$ cat config.mk
export PLATFORM = sky130hd
export DESIGN_NAME = seq_detector_prog
export DESIGN_NICKNAME = d
export VERILOG_FILES = /design/src/rtl/seq_detector_prog.sv
export SDC_FILE = /design/constraint.sdc
export NUM_CORES = 1
export LEC_CHECK = 0
export BUFFER_PORTS_ARGS = -buffer_cell sky130_fd_sc_hd__buf_4
export CORE_UTILIZATION = 50
export CTS_CLUSTER_SIZE = 28
export DETAILED_ROUTE_END_ITERATION = 16
export GPL_ROUTABILITY_DRIVEN = 0
export PLACE_DENSITY = 0.87
export SLEW_MARGIN = 0
export SYNTH_ARGS = -nofsm -noshare
export SYNTH_HDL_FRONTEND = slang
export SYNTH_SLANG_ARGS = --single-unit
$ cat constraint.sdc
create_clock -name clk -period 2.4 [get_ports clk]
set_input_delay 0.48 -clock clk [delete_from_list [all_inputs] [get_ports clk]]
set_output_delay 0.48 -clock clk [all_outputs]
set_load 0.01 [all_outputs]
$ cat src/rtl/seq_detector_prog.sv
// Runtime-programmable serial sequence detector: loadable 1..MAX_LEN bit pattern,
// overlap/non-overlap matching, registered match pulse and saturating match counter.
module seq_detector_prog #(
    parameter int                 MAX_LEN = 8,
    parameter int                 LEN_W   = 4,
    parameter int                 CNT_W   = 8,
    parameter logic [MAX_LEN-1:0] DEF_PAT = {MAX_LEN{1'b1}},
    parameter int                 DEF_LEN = 3
) (
    input  logic               clk,
    input  logic               reset,
    input  logic               data,
    input  logic               valid,
    input  logic               overlap,
    input  logic               pat_load,
    input  logic [MAX_LEN-1:0] pat_in,
    input  logic [LEN_W-1:0]   len_in,
    input  logic               cnt_clr,
    output logic               out,
    output logic [CNT_W-1:0]   match_cnt
);

    // Stream contract: data is consumed on every edge where valid=1 and
    // pat_load=0; there is no ready/backpressure, the detector always accepts.

    localparam logic [LEN_W-1:0] MAX_LEN_L = LEN_W'(MAX_LEN);
    localparam logic [LEN_W-1:0] DEF_LEN_L = LEN_W'(DEF_LEN);
    localparam logic [CNT_W-1:0] CNT_MAX   = {CNT_W{1'b1}};

    logic [MAX_LEN-1:0] hist_q, hist_d;
    logic [LEN_W-1:0]   fill_q, fill_d;
    logic [MAX_LEN-1:0] pat_q, pat_d;
    logic [LEN_W-1:0]   len_q, len_d;
    logic               out_q, out_d;
    logic [CNT_W-1:0]   cnt_q, cnt_d;

    logic [MAX_LEN-1:0] len_mask;
    logic [LEN_W-1:0]   fill_inc;
    logic [LEN_W-1:0]   len_clamped;
    logic               match;

    always_comb begin
        len_mask = '0;
        for (int i = 0; i < MAX_LEN; i++) begin
            len_mask[i] = (i < int'(len_q));
        end
    end

    always_comb begin
        len_clamped = len_in;
        if (len_in == '0) begin
            len_clamped = LEN_W'(1);
        end else if (len_in > MAX_LEN_L) begin
            len_clamped = MAX_LEN_L;
        end
    end

    always_comb begin
        hist_d   = hist_q;
        fill_d   = fill_q;
        pat_d    = pat_q;
        len_d    = len_q;
        match    = 1'b0;
        fill_inc = (fill_q >= MAX_LEN_L) ? fill_q : fill_q + LEN_W'(1);

        if (pat_load) begin
            // A load restarts the search; the bit presented this cycle is dropped.
            pat_d  = pat_in;
            len_d  = len_clamped;
            hist_d = '0;
            fill_d = '0;
        end else if (valid) begin
            hist_d = {hist_q[MAX_LEN-2:0], data};
            fill_d = fill_inc;
            match  = (fill_inc >= len_q) && (((hist_d ^ pat_q) & len_mask) == '0);
            if (match && !overlap) begin
                fill_d = '0;
            end
        end

        out_d = match;

        cnt_d = cnt_q;
        if (cnt_clr) begin
            cnt_d = match ? CNT_W'(1) : '0;
        end else if (match && (cnt_q != CNT_MAX)) begin
            cnt_d = cnt_q + CNT_W'(1);
        end
    end

    always_ff @(posedge clk) begin
        if (reset) begin
            hist_q <= '0;
            fill_q <= '0;
            pat_q  <= DEF_PAT;
            len_q  <= DEF_LEN_L;
            out_q  <= 1'b0;
            cnt_q  <= '0;
        end else begin
            hist_q <= hist_d;
            fill_q <= fill_d;
            pat_q  <= pat_d;
            len_q  <= len_d;
            out_q  <= out_d;
            cnt_q  <= cnt_d;
        end
    end

    assign out       = out_q;
    assign match_cnt = cnt_q;

endmodule

==> results.cfg, run 1 <==
[critical_path]
regToRegStartpoint = fill_q[0]$_SDFFE_PP0P_
cp.arrival_ns = 2.69
timing.critical_path.to = match_cnt[2]$_SDFFE_PP0P_
timing.critical_path.cells = buf_4 -> a31o_4 -> ha_1 -> o21a_1 -> o22ai_2 -> nor4_4 -> nand3_2 -> buf_6 -> or3_1 -> a21oi_2
critical_path.max_stage_delay_ns = 0.37
crit_path_end_kind = flop
r2r_setup_slack_ns = -0.009
critical_path_type = reg -> reg
path_max_fanout = 5
timing.critical_path.slowest_stage_cell = dfxtp_4
worst-endpoint-required_ns = 2.68
critPathLaunch = fill_q[0]$_SDFFE_PP0P_
regToRegEndpoint = match_cnt[2]$_SDFFE_PP0P_
critical_path.startpoint_type = flop
worst-r2r-cell-count = 10

[drt]
vias_per_cell = 5.48
routed_wire_length_per_instance_um = 13.6
vias = 1419
antenna_left = 0
drtPass1Iterations = 4
drt_wl_total_um = 3520
drc = 0
detail_route.iter0.violations = 89

[die]
io_pins = 28
starting_density_of_the_core = 0.533
core-area_sq_um = 3100
placementRows = 20
fp.dieH_um = 59.5
die_width_um = 59.5
floorplan.die_area_sq_um = 3540

[clock_network]
cts-root-buf = clkbuf_4
clock_tree_from_tritoncts = built
insertion_delay_to_the_later_sink_of_the_worst_skew_pair_ns = 0.34
clkTransAtPathRegs_ns = 0.10
hold_buffers = 0
numClockSinks = 32
cts-htree-levels = 2
worst_case_clock_buffer_depth = 2
number_of_cts_inserted_buffers = 5

[timing]
slew_headroom = 0.795
timing.clock.skew_ns = 0.00976
final-max-slew-violation-count = 0
setup-tns-final_ns = -0.0167
finalCriticalPeriod_ns = 2.41
max_slew.worst_pin.slew_ns = 0.307
timing_hold_violations_final = 0
rsz0062_at_grt = true
setup-violations-final = 2
finalCritPeriodShare = 1.00
layout_setup_ws_ns = -0.00850
fmax_mhz = 415

[global_route]
grt_first_pass_wirelength_um = 5690
maximum_number_of_pins_on_one_net_before_global_route_repair = 23
globalRouteOverflowTotal = 0
vias_in_the_first_global_route = 1319
grt_antenna_before_repair = 0
grt.total_usage = 0.217

[synth]
synth_simple_gate_area_share = 0.226
synth-warning-count = 0
synth.mux.area_fraction = 0.0674
post_synth_fa_ha_maj_area_fraction = 0.0530
post_synth_inst_count = 182
synth.yosys.seq_area_share = 0.388
synth_top_family_by_area = simple AND/OR/NAND/NOR gates
synth_cell_type_count = 41
syn-num-nets = 208
netlist_area_sq_um = 1650
synth-xor-area-share = 0.0530
synth-seq-cells = 32
avgSynthCellArea_sq_um = 9.08
synth-compound-area-share = 0.162

[finish]
finish.net_count = 240
syn_to_final_growth_pct = 29.0
finish.cell_count_without_fillers = 259
final_design_area_no_fill_sq_um = 2130
finalCoreUtilization = 0.687
diodes = 0
layout_common_cells = buf_4 (34), dfxtp_1 (29), nor2_1 (16)
fillers = 254
layout-drive-gt1-share = 0.321
most_common_cell_after_layout_fill_and_taps_aside = buf_4

[hold_path]
worst_hold_path_type = in -> reg

[pwr]
max-vdd-ir-drop_v = 0.000362
power_mw = 1.03
power_density_nw_per_um2 = 482
static-leakage-power_nw = 0.825

[placed_design]
number_of_buffers_inserted_by_port_buffering = 27
dp_cells = 248
place.detailed.hpwl_um = 2460
detailed_place.area_sq_um = 1900

[outcome]
outcome = finished, violations left
violations = setup timing

[run]
maxCapViolCount = 0
[stage by stage]
stage	hold slack [ns]	setup WS, ns
finish	0.344	-0.00850
global placement	0.486	0.0407
global route	0.323	-0.125
CTS	0.333	-0.0389
floorplan	0.471	0.0615
detailed placement	0.497	-0.0934
[kinds of logic after synthesis]
kind of cell,count (synthesis)
mux,11
compound gates,41
fa+ha+maj,7
buf+inv,18
xor+xnor,10
flops,32
simple gates,63
[worst min path at each step]
stage,from,to,slack [ns],depth (start not counted)
5_1_grt,pat_in[0],pat_q[0]$_SDFFE_PP1P_,0.32,2
2_1_floorplan,fill_q[2]$_SDFFE_PP0P_,fill_q[2]$_SDFFE_PP0P_,0.47,2
6_report,pat_in[2],pat_q[2]$_SDFFE_PP1P_,0.34,2
3_3_place_gp,match_cnt[5]$_SDFFE_PP0P_,match_cnt[5]$_SDFFE_PP0P_,0.49,2
3_5_place_dp,match_cnt[5]$_SDFFE_PP0P_,match_cnt[5]$_SDFFE_PP0P_,0.50,2
4_1_cts,pat_in[2],pat_q[2]$_SDFFE_PP1P_,0.33,2
[routing by layer]
| layer | up-vias | part of all wire | global-route usage |
|---|---|---|---|
| li1 | 712 | - | - |
| met1 | 663 | 0.44 | 0.254 |
| met2 | 39 | 0.50 | 0.377 |
| met3 | 5 | 0.048 | 0.0611 |
| met4 | 0 | 0.0074 | 0.0731 |
| met5 | - | 0 | 0 |
[synth_stat cells]
master | n | area, sq um
mux2_2 | 1 | 11.3
buf_6 | 2 | 22.5
xor2_1 | 2 | 17.5
nand3_1 | 7 | 35.0
buf_2 | 1 | 5.00
o21ai_0 | 2 | 10.0
a211o_1 | 8 | 70.1
or4_1 | 1 | 7.51
nand4_1 | 2 | 12.5
nand3_2 | 1 | 10.0
dfxtp_1 | 32 | 641
nor2b_1 | 8 | 50.1
nor4_2 | 1 | 12.5
o221ai_1 | 1 | 8.76
o31ai_1 | 1 | 7.51
xnor2_1 | 8 | 70.1
clkbuf_1 | 6 | 22.5
buf_1 | 2 | 7.51
nor3_1 | 1 | 5.00
ha_1 | 7 | 87.6
a211oi_1 | 1 | 7.51
o22ai_1 | 4 | 25.0
a31o_2 | 1 | 8.76
mux2i_1 | 10 | 100
nand2b_1 | 5 | 31.3
nor4b_1 | 2 | 17.5
o21a_1 | 1 | 7.51
o21ai_1 | 5 | 25.0
and4_1 | 2 | 17.5
a2111oi_0 | 1 | 8.76
inv_1 | 7 | 26.3
nand3b_1 | 2 | 15.0
or3_1 | 4 | 25.0
nand2_1 | 5 | 18.8
nor3b_1 | 3 | 22.5
a21oi_1 | 12 | 60.1
or2_2 | 2 | 12.5
nor2_1 | 16 | 60.1
nor4_4 | 1 | 21.3
o21bai_1 | 3 | 22.5
a31oi_1 | 1 | 6.26
[critical path: cells and delay by family (launching register included)]
family	cells	cell delay, ns
flip-flops	1	0.37
AO/OA/AOI/OAI	4	0.59
AND/OR/NAND/NOR	3	0.79
adder cells (fa/ha/maj)	1	0.27
buffers and inverters	2	0.32
[flip-flops by register name (all words and copies together) (netlist names)]
register	cells
fill_q	4
match_cnt	8
out	1
hist_q	7
len_q	4
pat_q	8
[final cells by class]
class                      count  area, sq um  area share
clock inverter                 2         10.0     0.00469
multi-input combinational    132         1060       0.498
inverter                       7         26.3      0.0123
sequential                    32          649       0.305
tap                           44         55.1      0.0258
timing repair buffer          36          278       0.130
clock buffer                   6         51.3      0.0241
[power breakdown]
group	total (mW)	leakage, nW	switching (mW)	internal (mW)
registers	0.562	0.263	0.0165	0.545
logic	0.142	0.524	0.0662	0.0754
clock network	0.325	0.0380	0.186	0.139
total	1.03	0.825	0.269	0.760
[repair_timing]
action,in CTS,in global routing
gates resized for setup,8,19
pin swaps,8,12
setup buffers,2,1
setup endpoints to repair,7,12
Power figures use the tool's default switching activity.
==> inputs of run 2 (changes only) <==
clock period = 2.2 ns   (was 2.4 ns; I/O delays follow)
==> run 2 against run 1 <==
Effect of this change:
- the flow still finishes with violations (setup timing)
- die area is the same
- critical path depth grew 1
- clock-buffer cell count rose by 1
- global-route usage is 3.2 points higher
- fmax down 2.8%
- core utilization increased by 2.4 points
- combinational power is 21% higher
- clock power rose by 16%
- via count grew 5.7%
- sequential share of layout area shrank 1.1 points
- routed wire length increased by 9.9%
- power rose by 13%
- largest cell class unchanged
==> results.cfg, run 2 (synthesized netlist as in run 1, its figures left out) <==
[critical_path]
path_max_fanout = 6
timing.critical_path.to = match_cnt[5]$_SDFFE_PP0P_
r2r_setup_slack_ns = -0.28
critPathLaunch = fill_q[0]$_SDFFE_PP0P_
regToRegEndpoint = match_cnt[5]$_SDFFE_PP0P_
worst-endpoint-required_ns = 2.48
cp.arrival_ns = 2.76
worst-r2r-cell-count = 11
critical_path_type = reg -> reg
crit_path_end_kind = flop
regToRegStartpoint = fill_q[0]$_SDFFE_PP0P_
critical_path.startpoint_type = flop

[finish]
layout_common_cells = buf_4 (39), dfxtp_1 (29), nor2_1 (15)
final_design_area_no_fill_sq_um = 2210
finish.net_count = 249
most_common_cell_after_layout_fill_and_taps_aside = buf_4
syn_to_final_growth_pct = 33.5
diodes = 0
finish.cell_count_without_fillers = 267
layout-drive-gt1-share = 0.345

[timing]
finalCriticalPeriod_ns = 2.48
slew_headroom = 0.590
setup-violations-final = 13
max_slew.worst_pin.slew_ns = 0.614
layout_setup_ws_ns = -0.277
timing_hold_violations_final = 0
final-max-slew-violation-count = 0
finalCritPeriodShare = 1.13
rsz0062_at_grt = true
timing.clock.skew_ns = 0.0145
fmax_mhz = 404

[drt]
vias_per_cell = 5.62
drtPass1Iterations = 4
antenna_left = 0
drc = 0
drt_wl_total_um = 3870
detail_route.iter0.violations = 66
vias = 1500
routed_wire_length_per_instance_um = 14.5

[die]
fp.dieH_um = 59.5
core-area_sq_um = 3100
starting_density_of_the_core = 0.533
io_pins = 28
placementRows = 20
die_width_um = 59.5
floorplan.die_area_sq_um = 3540

[placed_design]
dpl_worst_slack_ns = -0.272
detailed_place.area_sq_um = 1970
dp_cells = 252
number_of_buffers_inserted_by_port_buffering = 27
place.detailed.hpwl_um = 2500

[clock_network]
worst_case_clock_buffer_depth = 2
insertion_delay_to_the_later_sink_of_the_worst_skew_pair_ns = 0.35
numClockSinks = 32
clkTransAtPathRegs_ns = 0.10
cts-root-buf = clkbuf_4
hold_buffers = 0
clock_tree_from_tritoncts = built
number_of_cts_inserted_buffers = 5
cts-htree-levels = 2

[global_route]
grt_antenna_before_repair = 0
grt_first_pass_wirelength_um = 6420
vias_in_the_first_global_route = 1403
maximum_number_of_pins_on_one_net_before_global_route_repair = 23
globalRouteOverflowTotal = 0
grt.total_usage = 0.249

[pwr]
pwr-share-comb = 0.148
power_mw = 1.16
switching_fraction = 0.255
cellInternalPower_mw = 0.867
seq_power_share = 0.527
max-vdd-ir-drop_v = 0.000476
pwr-share-clk = 0.325
static-leakage-power_nw = 0.872
p_sw_mw = 0.296
power_density_nw_per_um2 = 527

[run]
maxCapViolCount = 0

[hold_path]
worst_hold_path_type = in -> reg

[outcome]
outcome = finished, violations left
violations = setup timing
[run 2: power by group through the flow]
stage	Sequential [mW]	Clock, mW	Combinational, mW
floorplan	0.621	0	0.108
global placement	0.624	0	0.149
detailed placement	0.626	0	0.154
CTS	0.612	0.380	0.167
global route	0.615	0.410	0.187
finish	0.613	0.378	0.172
[run 2: layer usage]
| metal | vias up | part of all wire | global-route usage |
|---|---|---|---|
| met3 | 15 | 0.045 | 0.0808 |
| met1 | 710 | 0.43 | 0.285 |
| met5 | - | 0 | 0 |
| met4 | 0 | 0.032 | 0.106 |
| met2 | 42 | 0.50 | 0.424 |
| li1 | 733 | - | - |
[run 2: worst min path at each step]
stage / depth (start not counted) / startpoint / to
after floorplan: 2 / fill_q[1]$_SDFFE_PP0P_ / fill_q[1]$_SDFFE_PP0P_
after global routing: 2 / pat_in[2] / pat_q[2]$_SDFFE_PP1P_
after detailed placement: 2 / match_cnt[5]$_SDFFE_PP0P_ / match_cnt[5]$_SDFFE_PP0P_
after CTS: 2 / pat_in[4] / pat_q[4]$_SDFFE_PP1P_
after global placement: 2 / match_cnt[5]$_SDFFE_PP0P_ / match_cnt[5]$_SDFFE_PP0P_
final: 2 / pat_in[2] / pat_q[2]$_SDFFE_PP1P_
[run 2: final cells by class]
type | count | area [sq um]
Multi-Input combinational cell | 133 | 1060
Fill cell | 249 | 897
Sequential cell | 32 | 647
Timing Repair Buffer | 44 | 349
Clock buffer | 7 | 65.1
Tap cell | 44 | 55.1
Inverter | 7 | 28.8
[run 2: critical path, cell delays in order, from the launching register on]
cell,delay (ns)
dfxtp_4,0.39
buf_6,0.10
inv_4,0.03
ha_4,0.22
mux2_4,0.28
ha_4,0.28
a2111oi_4,0.06
nor4_4,0.18
buf_4,0.19
nand3_4,0.10
or4_4,0.45
a21oi_2,0.12
[run 2: repair_timing]
action,4_1_cts,5_1_grt
endpoints found under the setup margin,12,13
gates resized for setup,11,10
cloned,1,0
pin swaps,12,10
buffers inserted,6,2
[run 2: per-stage QoR]
step | setup TNS, ns | utilization | hold slack (ns)
3_5_place_dp | -1.46 | 0.634 | 0.498
3_3_place_gp | -0.671 | 0.634 | 0.484
5_1_grt | -3.90 | 0.711 | 0.280
4_1_cts | -1.46 | 0.692 | 0.295
6_report | -2.60 | 0.711 | 0.302
2_1_floorplan | -0.183 | - | 0.470
